File: src/rtl/pli_monitor_pkg.sv
// Shared types and helpers for the pli_monitor checker-accumulator.
// State encoding is visible on state_o, so the enum values are fixed.
package pli_monitor_pkg;

    typedef enum logic [1:0] {
        ST_HOLDOFF  = 2'd0,
        ST_ACTIVE   = 2'd1,
        ST_STOPPING = 2'd2,
        ST_STOPPED  = 2'd3
    } state_t;

    // Index width for n items, never narrower than one bit.
    function automatic int chan_w(input int n);
        return (n <= 2) ? 1 : $clog2(n);
    endfunction

    // a + b clipped to the largest w-bit value; operands are zero-extended.
    function automatic logic [63:0] sat_add(input int w, input logic [63:0] a, input logic [63:0] b);
        logic [63:0] max_v;
        logic [63:0] s;
        max_v = (64'd1 << w) - 64'd1;
        s     = a + b;
        return (s > max_v) ? max_v : s;
    endfunction

endpackage

File: src/rtl/pli_monitor_if.sv
// Event inputs and status outputs of pli_monitor; slave is the monitor side,
// master is whoever drives the checker pulses and watches the status.
interface pli_monitor_if
    import pli_monitor_pkg::*;
#(
    parameter int NCHAN = 4,
    parameter int CNT_W = 16
) ();

    localparam int CW = chan_w(NCHAN);

    logic [NCHAN-1:0] err_i;
    logic [NCHAN-1:0] warn_i;
    logic             clear_i;
    logic             message_on_o;
    logic [CNT_W-1:0] errors_o;
    logic [CNT_W-1:0] warnings_o;
    logic [CW-1:0]    first_err_chan_o;
    logic             first_err_valid_o;
    logic             stop_req_o;
    logic [1:0]       state_o;

    modport master (
        output err_i, warn_i, clear_i,
        input  message_on_o, errors_o, warnings_o, first_err_chan_o,
               first_err_valid_o, stop_req_o, state_o
    );

    modport slave (
        input  err_i, warn_i, clear_i,
        output message_on_o, errors_o, warnings_o, first_err_chan_o,
               first_err_valid_o, stop_req_o, state_o
    );

endinterface

File: src/rtl/pli_popcount_sat.sv
// Combinational: cnt + popcount(vec), clipped to 2^CNT_W-1. No state, no
// backpressure; the caller registers the result.
module pli_popcount_sat
    import pli_monitor_pkg::*;
#(
    parameter int NCHAN = 4,
    parameter int CNT_W = 16
) (
    input  logic [CNT_W-1:0] cnt,
    input  logic [NCHAN-1:0] vec,
    output logic [CNT_W-1:0] sum
);

    localparam int PC_W = $clog2(NCHAN + 1);

    logic [PC_W-1:0] pc;

    always_comb begin
        pc = '0;
        for (int i = 0; i < NCHAN; i++) begin
            pc = pc + PC_W'(vec[i]);
        end
    end

    assign sum = CNT_W'(sat_add(CNT_W, 64'(cnt), 64'(pc)));

endmodule

File: src/rtl/pli_monitor.sv
// Saturating error/warning accumulator with holdoff, first-error latch and sticky stop request.
// Totals update 1 cycle after the pulses; no backpressure. PLI_MONITOR_EXIT_ON_WARNING_EN lets warnings stop too.
module pli_monitor
    import pli_monitor_pkg::*;
#(
    parameter int NCHAN      = 4,
    parameter int CNT_W      = 16,
    parameter int ERR_LIMIT  = 1,
    parameter int WARN_LIMIT = 8,
    parameter int HOLDOFF    = 16,
    parameter int DRAIN      = 4
) (
    input  logic         clk,
    input  logic         reset,
    pli_monitor_if.slave mon
);

    localparam int CW    = chan_w(NCHAN);
    localparam int TMAX  = (HOLDOFF > DRAIN) ? HOLDOFF : DRAIN;
    localparam int TMR_W = chan_w(TMAX + 1);

`ifdef PLI_MONITOR_EXIT_ON_WARNING_EN
    localparam bit WARN_STOP = 1'b1;
`else
    localparam bit WARN_STOP = 1'b0;
`endif

    state_t           state_q, state_d;
    logic [TMR_W-1:0] tmr_q, tmr_d;
    logic [CNT_W-1:0] err_q, err_d, warn_q, warn_d;
    logic [CNT_W-1:0] err_sum, warn_sum;
    logic [CW-1:0]    fe_chan_q, fe_chan_d, low_idx;
    logic             fe_vld_q, fe_vld_d;
    logic             stop_q, stop_d;
    logic             trig, hold_done, drain_done;

    pli_popcount_sat #(.NCHAN(NCHAN), .CNT_W(CNT_W)) u_err_acc (
        .cnt (err_q),
        .vec (mon.err_i),
        .sum (err_sum)
    );

    pli_popcount_sat #(.NCHAN(NCHAN), .CNT_W(CNT_W)) u_warn_acc (
        .cnt (warn_q),
        .vec (mon.warn_i),
        .sum (warn_sum)
    );

    always_comb begin
        low_idx = '0;
        for (int i = NCHAN - 1; i >= 0; i--) begin
            if (mon.err_i[i]) low_idx = CW'(i);
        end
    end

    // The shared timer holds the number of cycles already spent in the phase.
    assign hold_done  = (int'(tmr_q) + 1) >= HOLDOFF;
    assign drain_done = (int'(tmr_q) + 1) >= DRAIN;
    assign trig       = (err_sum >= CNT_W'(ERR_LIMIT)) |
                        (WARN_STOP & (warn_sum >= CNT_W'(WARN_LIMIT)));

    always_comb begin
        state_d   = state_q;
        tmr_d     = tmr_q;
        err_d     = err_q;
        warn_d    = warn_q;
        fe_chan_d = fe_chan_q;
        fe_vld_d  = fe_vld_q;
        stop_d    = stop_q;
        if (state_q == ST_HOLDOFF) begin
            if (hold_done) begin
                state_d = ST_ACTIVE;
                tmr_d   = '0;
            end else begin
                tmr_d = tmr_q + 1'b1;
            end
        end else if (mon.clear_i) begin
            state_d   = ST_ACTIVE;
            tmr_d     = '0;
            err_d     = '0;
            warn_d    = '0;
            fe_chan_d = '0;
            fe_vld_d  = 1'b0;
            stop_d    = 1'b0;
        end else begin
            err_d  = err_sum;
            warn_d = warn_sum;
            if (!fe_vld_q && (|mon.err_i)) begin
                fe_vld_d  = 1'b1;
                fe_chan_d = low_idx;
            end
            case (state_q)
                ST_ACTIVE: begin
                    if (trig) begin
                        if (DRAIN == 0) begin
                            state_d = ST_STOPPED;
                            stop_d  = 1'b1;
                        end else begin
                            state_d = ST_STOPPING;
                            tmr_d   = '0;
                        end
                    end
                end
                ST_STOPPING: begin
                    if (drain_done) begin
                        state_d = ST_STOPPED;
                        stop_d  = 1'b1;
                        tmr_d   = '0;
                    end else begin
                        tmr_d = tmr_q + 1'b1;
                    end
                end
                default: ;
            endcase
        end
    end

    always_ff @(posedge clk or posedge reset) begin
        if (reset) begin
            state_q   <= ST_HOLDOFF;
            tmr_q     <= '0;
            err_q     <= '0;
            warn_q    <= '0;
            fe_chan_q <= '0;
            fe_vld_q  <= 1'b0;
            stop_q    <= 1'b0;
        end else begin
            state_q   <= state_d;
            tmr_q     <= tmr_d;
            err_q     <= err_d;
            warn_q    <= warn_d;
            fe_chan_q <= fe_chan_d;
            fe_vld_q  <= fe_vld_d;
            stop_q    <= stop_d;
        end
    end

    assign mon.message_on_o      = (state_q != ST_HOLDOFF);
    assign mon.errors_o          = err_q;
    assign mon.warnings_o        = warn_q;
    assign mon.first_err_chan_o  = fe_chan_q;
    assign mon.first_err_valid_o = fe_vld_q;
    assign mon.stop_req_o        = stop_q;
    assign mon.state_o           = state_q;

endmodule

File: src/flat_wrapper.sv
// flat-port wrapper written by rule: the top's interface ports become plain ports
module pli_monitor_flat import pli_monitor_pkg::*;
#(
    parameter int NCHAN      = 4,
    parameter int CNT_W      = 16,
    parameter int ERR_LIMIT  = 1,
    parameter int WARN_LIMIT = 8,
    parameter int HOLDOFF    = 16,
    parameter int DRAIN      = 4
)
  (clk, reset, mon_err_i, mon_warn_i, mon_clear_i, mon_message_on_o, mon_errors_o, mon_warnings_o, mon_first_err_chan_o, mon_first_err_valid_o, mon_stop_req_o, mon_state_o);
  pli_monitor_if #(.NCHAN(NCHAN), .CNT_W(CNT_W)) mon_i ();
  input  logic clk;
  input  logic reset;
  input wire logic [$bits(mon_i.err_i)-1:0] mon_err_i;
  input wire logic [$bits(mon_i.warn_i)-1:0] mon_warn_i;
  input wire logic [$bits(mon_i.clear_i)-1:0] mon_clear_i;
  output wire logic [$bits(mon_i.message_on_o)-1:0] mon_message_on_o;
  output wire logic [$bits(mon_i.errors_o)-1:0] mon_errors_o;
  output wire logic [$bits(mon_i.warnings_o)-1:0] mon_warnings_o;
  output wire logic [$bits(mon_i.first_err_chan_o)-1:0] mon_first_err_chan_o;
  output wire logic [$bits(mon_i.first_err_valid_o)-1:0] mon_first_err_valid_o;
  output wire logic [$bits(mon_i.stop_req_o)-1:0] mon_stop_req_o;
  output wire logic [$bits(mon_i.state_o)-1:0] mon_state_o;
  assign mon_i.err_i = mon_err_i;
  assign mon_i.warn_i = mon_warn_i;
  assign mon_i.clear_i = mon_clear_i;
  assign mon_message_on_o = mon_i.message_on_o;
  assign mon_errors_o = mon_i.errors_o;
  assign mon_warnings_o = mon_i.warnings_o;
  assign mon_first_err_chan_o = mon_i.first_err_chan_o;
  assign mon_first_err_valid_o = mon_i.first_err_valid_o;
  assign mon_stop_req_o = mon_i.stop_req_o;
  assign mon_state_o = mon_i.state_o;
  pli_monitor #(.NCHAN(NCHAN), .CNT_W(CNT_W), .ERR_LIMIT(ERR_LIMIT), .WARN_LIMIT(WARN_LIMIT), .HOLDOFF(HOLDOFF), .DRAIN(DRAIN)) u_core (.clk(clk), .reset(reset), .mon(mon_i));
endmodule
File: config.mk
export PLATFORM = sky130hd
export DESIGN_NAME = pli_monitor_flat
export DESIGN_NICKNAME = d
export VERILOG_FILES = /design/src/rtl/pli_monitor_pkg.sv /design/src/rtl/pli_monitor_if.sv /design/src/rtl/pli_popcount_sat.sv /design/src/rtl/pli_monitor.sv /design/src/flat_wrapper.sv
export SDC_FILE = /design/constraint.sdc
export NUM_CORES = 1
export LEC_CHECK = 0
export CAP_MARGIN = 10
export CORE_ASPECT_RATIO = 1.4
export CORE_MARGIN = 2
export CORE_UTILIZATION = 30
export CTS_CLUSTER_DIAMETER = 30
export DETAILED_ROUTE_END_ITERATION = 16
export PLACE_DENSITY = 0.59
export RECOVER_POWER = 50
export SLEW_MARGIN = 15
export SYNTH_ARGS = -nofsm -noshare
export SYNTH_HDL_FRONTEND = slang
export SYNTH_SLANG_ARGS = --single-unit
File: constraint.sdc
create_clock -name clk -period 4 [get_ports clk]
set_clock_uncertainty 0.15 [all_clocks]
set_input_delay 1.2 -clock clk [delete_from_list [all_inputs] [get_ports clk]]
set_output_delay 1.2 -clock clk [all_outputs]
set_load 0.1 [all_outputs]
==> impl_metrics.ini <==
[run_status]
status = finished, violations left
violations = negative setup slack

[die]
dieWidth_um = 88.58
fp.dieH_um = 122.4
core_area_um2 = 9846
boundaryPins = 50
start_util = 0.3051
dieArea_um2 = 10840
fp-row-count = 43

[worst_setup_path]
cp_max_fo = 3
path_delay_family = adder cells
cp-end-kind = register
worst-path-buf-inv = 3
path_class = in -> reg
cpMaxStageDelayCell = fa_1
arrival_ns = 4.10
cp.required_ns = 4.03
cp-start-kind = input port
slowest_delay_ns = 0.54
worstPathCellList = buf_6 > fa_1 > inv_2 > fa_2 > inv_2 > fa_1 > or3b_4 > a2111oi_4 > o311ai_2 > nor4_4 > a41oi_1 > o21a_1

[global_routing]
grt_pass1_wl_um = 14440
antenna_found_initial = 0
grt_overflow = 0
grt_pass1_vias = 2891
grt_max_degree = 44
grt_util_all_layers = 0.1685

[worst_hold_path]
hp-class = reg -> reg

[pwr]
power_leakage_nw = 1.682
power_density_nw_per_um2 = 616.1
vdd_drop_max_mv = 0.4190

[synth]
synth_cell_types = 67
synth_warnings = 0
syn_nets = 359
syn-cell-area_um2 = 3004
synthCells = 338
synth-seq-cells = 43
synth-edff-count = 0
synth_top_cell_area_share = 0.3582
async_flop_share = 1.000
ys_seq_area_frac = 0.3582
synth_top_area_cell = dfrtp_1
synthTopCellsByArea = dfrtp_1 36%, a21oi_1 7.8%, nor2_1 4.1%, fa_1 4.0%, nand2_1 3.2%
ys.flop_type = dfrtp_1
synth.avg_cell_area_um2 = 8.888

[drt]
drt_iter0_drc = 142
wl_per_cell_um = 15.73
drc = 0
wl_um = 8539
drtAntennaViolNets = 0
vias = 2957
viasPerCell = 5.446
drt_pre_antenna_iters = 4

[timing]
maxSlewViolCount = 0
setup_ws_ns = -0.07329
fin_crit_sh = 1.018
timing.fmax_mhz = 245.5
hold_slack_ns = 0.3507
tightestPinTransition_ns = 1.180
min_period_ns = 4.073
final_hold_viol_count = 0
finalSetupViolations = 6
rsz0062_at_grt = true
maxSlewHeadroom = 0.2167

[finish]
diodes = 0
drive_above_1_share = 0.2426
area.growth.synth_to_final_pct = 28.07
layout.nets = 429
fin_area_um2 = 3847

[placed_design]
place_hpwl_um = 5934
port_buffers = 49
routabilityCongestion = 0.8421
dpl-instance-area_um2 = 3684

[clocking]
cts-root-buf = clkbuf_16
cts_tree = yes
cts_buffer_depth = 2
clkSlewWorstSetupHoldPaths_ns = 0.06
htreeDepth = 2
cts.sinks = 43
cts_made_buffers = 5
clk_latency_ns = 0.29

[flow_run]
drv_cap = 0
==> cells in the final DEF (no fill, tap or decap), types with 2 or more instances in the layout <==
cell,count
and3_1,7
buf_4,57
nor2_1,32
clkbuf_1,17
and3_4,2
clkdlybuf4s50_1,3
nor3_1,5
o21ai_0,10
buf_6,2
o22a_1,6
o21ai_1,5
a41oi_1,7
fa_1,3
a21oi_1,46
ha_1,4
inv_1,12
xnor2_1,2
clkinv_1,3
a32oi_1,2
and4_1,2
dlygate4sd2_1,3
nor4_4,2
buf_2,2
a41o_1,6
nand2_1,26
a21oi_2,2
inv_2,3
nand3_1,10
nor2b_1,6
dfrtp_1,43
nor4_1,2
a211oi_1,2
o31ai_1,4
a31oi_1,5
nand4_1,10
fa_2,3
a311oi_1,3
clkbuf_16,5
o2111ai_1,2
o21a_1,4
==> where the power goes <==
group	internal, W	total (W)	switching (W)
registers	0.000512	0.000620	0.000107
logic	0.000333	0.00129	0.000959
clock network	0.000292	0.000459	0.000168
total	0.00114	0.00237	0.00123
==> tightest hold or removal path, delay by kind of cell, from the launching register on <==
kind,cells,cell delay [ns]
AOI/OAI and AO/OA,1,0.06
DFF,1,0.36
and+or+nand+nor,1,0.05
==> layout make-up <==
| cell class | instances | area [µm²] |
|---|---|---|
| sequential | 43 | 1076 |
| inverter | 18 | 67.56 |
| multi-input combinational | 254 | 1764 |
| clock buffer | 6 | 128.9 |
| timing repair buffer | 86 | 611.8 |
| fill | 1011 | 5998 |
| tap | 135 | 168.9 |
| clock inverter | 1 | 30.03 |
==> cell families (layout without fill, tap and decap cells) <==
family | after synthesis | in the layout | share of synthesized area
adders and majority gates | 10 | 10 | 0.05665
DFF | 43 | 43 | 0.3582
xor gates and xnor gates | 3 | 3 | 0.008748
AOI/OAI and AO/OA | 121 | 121 | 0.2820
buffers and inverters | 41 | 111 | 0.07622
and+or+nand+nor | 120 | 120 | 0.2183
==> repair_timing <==
item	in CTS	in global routing
endpoints found under the hold margin	0	0
pin swaps	20	11
hold buffers	0	0
resized for setup	27	4
buffers inserted	4	0
endpoints found under the setup margin	18	14
==> per-stage QoR <==
stage                     setup TNS (ns)  utilization  power, W  setup WS, ns  std cells
after floorplan                  -0.5932            -  0.001596       -0.1394        338
after global placement            -11.70       0.3741  0.001902       -0.7855        532
after detailed placement          -13.49       0.3741  0.001923       -0.8234        532
after CTS                         -1.586       0.3964  0.002435       -0.2666        543
after global routing              -1.131       0.3908  0.002517       -0.1950        543
final                            -0.3020       0.3908  0.002371      -0.07329        543
==> flip-flops by register name, indices dropped and copies added, names as in the netlist <==
| name | count |
|---|---|
| u_core.mon.errors_o | 16 |
| u_core.mon.first_err_valid_o | 1 |
| u_core.mon.first_err_chan_o | 2 |
| u_core.mon.state_o | 2 |
| u_core.mon.warnings_o | 16 |
| u_core.mon.stop_req_o | 1 |
| u_core.tmr_q | 5 |
==> layer usage <==
metal	vias up	track usage	wire [µm]
met5	-	0	0
met4	0	0.07008	195
met3	13	0.02286	290
met2	71	0.3045	4465
met1	1458	0.1957	3588
li1	1415	-	-
==> path summary, 6_finish.rpt <==
check | startpoint | to | slack, ns | depth (start not counted)
hold reg to reg | u_core.mon.first_err_chan_o[1] | u_core.mon.first_err_chan_o[1] | 0.35 | 2
hold / removal | u_core.mon.first_err_chan_o[1] | u_core.mon.first_err_chan_o[1] | 0.35 | 2
max in group asynchronous | reset | u_core.mon.first_err_chan_o[1] | 1.43 | 3
setup reg to reg | u_core.mon.errors_o[0] | u_core.mon.state_o[1] | 1.08 | 10
setup / recovery | mon_err_i[1] | u_core.mon.state_o[1] | -0.07 | 12
min in group asynchronous | reset | u_core.mon.stop_req_o | 1.57 | 3
==> cell usage after synthesis (3+ instances only) <==
| cell | count |
|---|---|
| a21oi_1 | 47 |
| dfrtp_1 | 43 |
| nor2_1 | 33 |
| nand2_1 | 26 |
| inv_1 | 16 |
| o21ai_0 | 11 |
| nand3_1 | 10 |
| nand4_1 | 10 |
| clkbuf_1 | 9 |
| and3_1 | 8 |
| a41oi_1 | 7 |
| a41o_1 | 6 |
| buf_6 | 6 |
| fa_1 | 6 |
| nor2b_1 | 6 |
| o22a_1 | 6 |
| a31oi_1 | 5 |
| nor3_1 | 5 |
| buf_2 | 4 |
| ha_1 | 4 |
| o21a_1 | 4 |
| o21ai_1 | 4 |
| o31ai_1 | 4 |
| a311oi_1 | 3 |
| and4_1 | 3 |
| nor4_1 | 3 |
Power figures use the tool's default switching activity.
==> edit (config.mk and constraints unchanged) <==
Add a define of `PLI_MONITOR_EXIT_ON_WARNING_EN`.
--- a/src/rtl/pli_monitor.sv
+++ b/src/rtl/pli_monitor.sv
@@ -2,2 +2,4 @@
 // Totals update 1 cycle after the pulses; no backpressure. PLI_MONITOR_EXIT_ON_WARNING_EN lets warnings stop too.
+`define PLI_MONITOR_EXIT_ON_WARNING_EN
+
 module pli_monitor
Behaviour: no difference found for any inputs over 10 cycles, from zero or initial values and one cycle with reset high; that may be too few to reach the edited logic, so the function may still have changed.
==> edit against the original RTL <==
The run ends with max-capacitance violations, max-slew violations left. Routed wire length grew 3.4%. First-iteration DRC count grew 32%. Worst setup slack gained 0.11 ns. Die area grew 3.5%. Critical path depth grew 3. Final area grew 5.4%. Total power shrank 3.0%. Non-clock buffer count grew 9. Synthesized cell count grew 5.3%. Global-route usage shrank 0.95 points. Count of clock-buffer cells in the layout shrank 1. Synthesized area grew 3.7%. Sequential cell count is the same.
==> edit: results (changes against the original RTL) <==
metric,value,unit,change
grt_pass1_wl,14600,µm,+1.3%
dp_slack,-0.752,ns,+0.0715 ns
synth_flop_cell,dfrtp_1,,
drive_gt1_frac,0.297,,+0.0543
synthXorXnorAreaFrac,0.0394,,+0.0306
clock_latency,0.29,ns,about the same
clk_pin_slew,0.07,ns,
synth_compound_area_frac,0.270,,-0.0116
maxCapViolCount,1,,+1
synth-seq-area-share,0.346,,-0.0127
antenna_found_initial,0,,unchanged
fill_cells,1105,,+9.3%
nets,451,,+5.1%
routabilityCongestion,0.866,,+2.8%
synth.area.mux_share,0.0165,,+0.0165
irDropWorstVdd,0.301,mV,-28%
violations,"max-capacitance violations, max-slew violations",,
dp_cells,552,,+3.8%
syn_nets,377,,+5.0%
remaining_drc_errors,0,,unchanged
cts-htree-levels,2,,unchanged
yosysWarnings,0,,unchanged
n_antenna_cell,0,,unchanged
first_pass_iters,6,,+2
cts_buffers,5,,unchanged
instances_no_fill,569,,+4.8%
wire_per_inst,15.5,µm,-1.4%
maxSlewViolCount,40,,+40
synth_area_per_cell,8.75,µm²,-1.6%
synthTopCellsByArea,"dfrtp_1, a21oi_1, fa_1",,
hold_path.class,reg2reg,,
grt_use_total,0.159,,-0.00947
slowest_delay,0.50,ns,-0.04 ns
p_leak,1.84,nW,+9.5%
place_hpwl,6330,µm,+6.7%
regToRegSetupSlack,1.20,ns,+0.12 ns
dr.first_iter.drc_count,188,,+32%
fmax,253,MHz,+2.9%
slowest_stage,fa_1,,
grt_pass1_vias,2973,,+2.8%
synth-adder-area-share,0.0546,,-0.00200
critical_path_peak_fanout,6,,+3
synthTopCellsByCount,"a21oi_1, dfrtp_1, nor2_1, nand2_1, inv_1",,
clockRootBuffer,clkbuf_16,,
cts_max_path_buffers,2,,unchanged
slew-limit-headroom,-0.161,,-0.378
arrival,4.04,ns,-0.06 ns
drt-vias-per-instance,5.26,,-3.4%
status,"complete, but fails checks",,
ys_types,63,,-6.0%
hold-worst-slack,0.339,ns,-0.0113 ns
==> edit: cell types whose count changed after synthesis, moves of 5 or more <==
cell     before  now
a31oi_1       5   17
nor2_1       33   25
xnor2_1       2   10
inv_1        16   23
a31o_2        0    6
o22a_1        6   12
a41oi_1       7    2
and3_1        8    3
buf_4         1    6
==> edit: cells by family (layout without fill, tap and decap cells) <==
kind of cell,Yosys count,count (layout)
compound gates,128,128
simple gates,105,105
buf+inv,51,126
flops,43,43
xor+xnor,14,14
fa+ha+maj,10,10
mux,5,5
==> edit: worst paths after layout <==
kind | startpoint | to | depth (start not counted)
worst max-delay path | mon_err_i[3] | u_core.tmr_q[0]$_DFFE_PP0P_ | 15
worst min-delay path | u_core.mon.first_err_chan_o[0]$_DFFE_PP0P_ | u_core.mon.first_err_chan_o[0]$_DFFE_PP0P_ | 2
worst max register to register | u_core.mon.errors_o[0]$_DFFE_PP0N_ | u_core.tmr_q[0]$_DFFE_PP0P_ | 13
worst min register to register | u_core.mon.first_err_chan_o[0]$_DFFE_PP0P_ | u_core.mon.first_err_chan_o[0]$_DFFE_PP0P_ | 2
max in group asynchronous | reset | u_core.mon.errors_o[12]$_DFFE_PP0N_ | 3
min in group asynchronous | reset | u_core.mon.warnings_o[1]$_DFFE_PP0N_ | 3
==> edit: what timing repair did <==
| item | 4_1_cts | 5_1_grt |
|---|---|---|
| setup endpoints to repair | 23 | 7 |
| buffers inserted | 6 | 4 |
| pin swaps | 17 | 16 |
| hold buffers | 0 | 0 |
| gates resized for setup | 36 | 9 |
==> edit: report_power, final <==
group	total, W	switching [W]	internal [W]
Sequential	0.000621	0.000113	0.000509
Combinational	0.00120	0.000884	0.000313
Clock	0.000480	0.000185	0.000295
Total	0.00230	0.00118	0.00112
==> edit: cell type report <==
cell class              count  area share
clock buffers               5      0.0309
clock inverters             3      0.0108
inverters                  23      0.0213
multi-input cells         262       0.463
flip-flops and latches     43       0.265
well taps                 138      0.0426
repair buffers             95       0.166
==> edit: per-layer routing <==
metal  up-vias  part of all wire  global-route usage
li1       1450                 -                   -
met1      1485              0.42               0.186
met2        49              0.54               0.290
met3         9             0.022              0.0242
met4         0             0.018              0.0588
met5         -                 0                   0
==> edit: worst max-delay path, delay by kind of cell <==
family	cells	cell delay [ns]
AO/OA/AOI/OAI	2	0.29
adder cells (fa/ha/maj)	3	1.05
buffers and inverters	5	0.60
AND/OR/NAND/NOR	5	0.89
==> edit: through the flow <==
stage / instance area (µm²) / TNS [ns]
detailed placement: 3820 / -14.90
global route: 4060 / -0.308
floorplan: 3130 / -0.203
global placement: 3820 / -13.83
CTS: 4080 / 0
finish: 4060 / 0
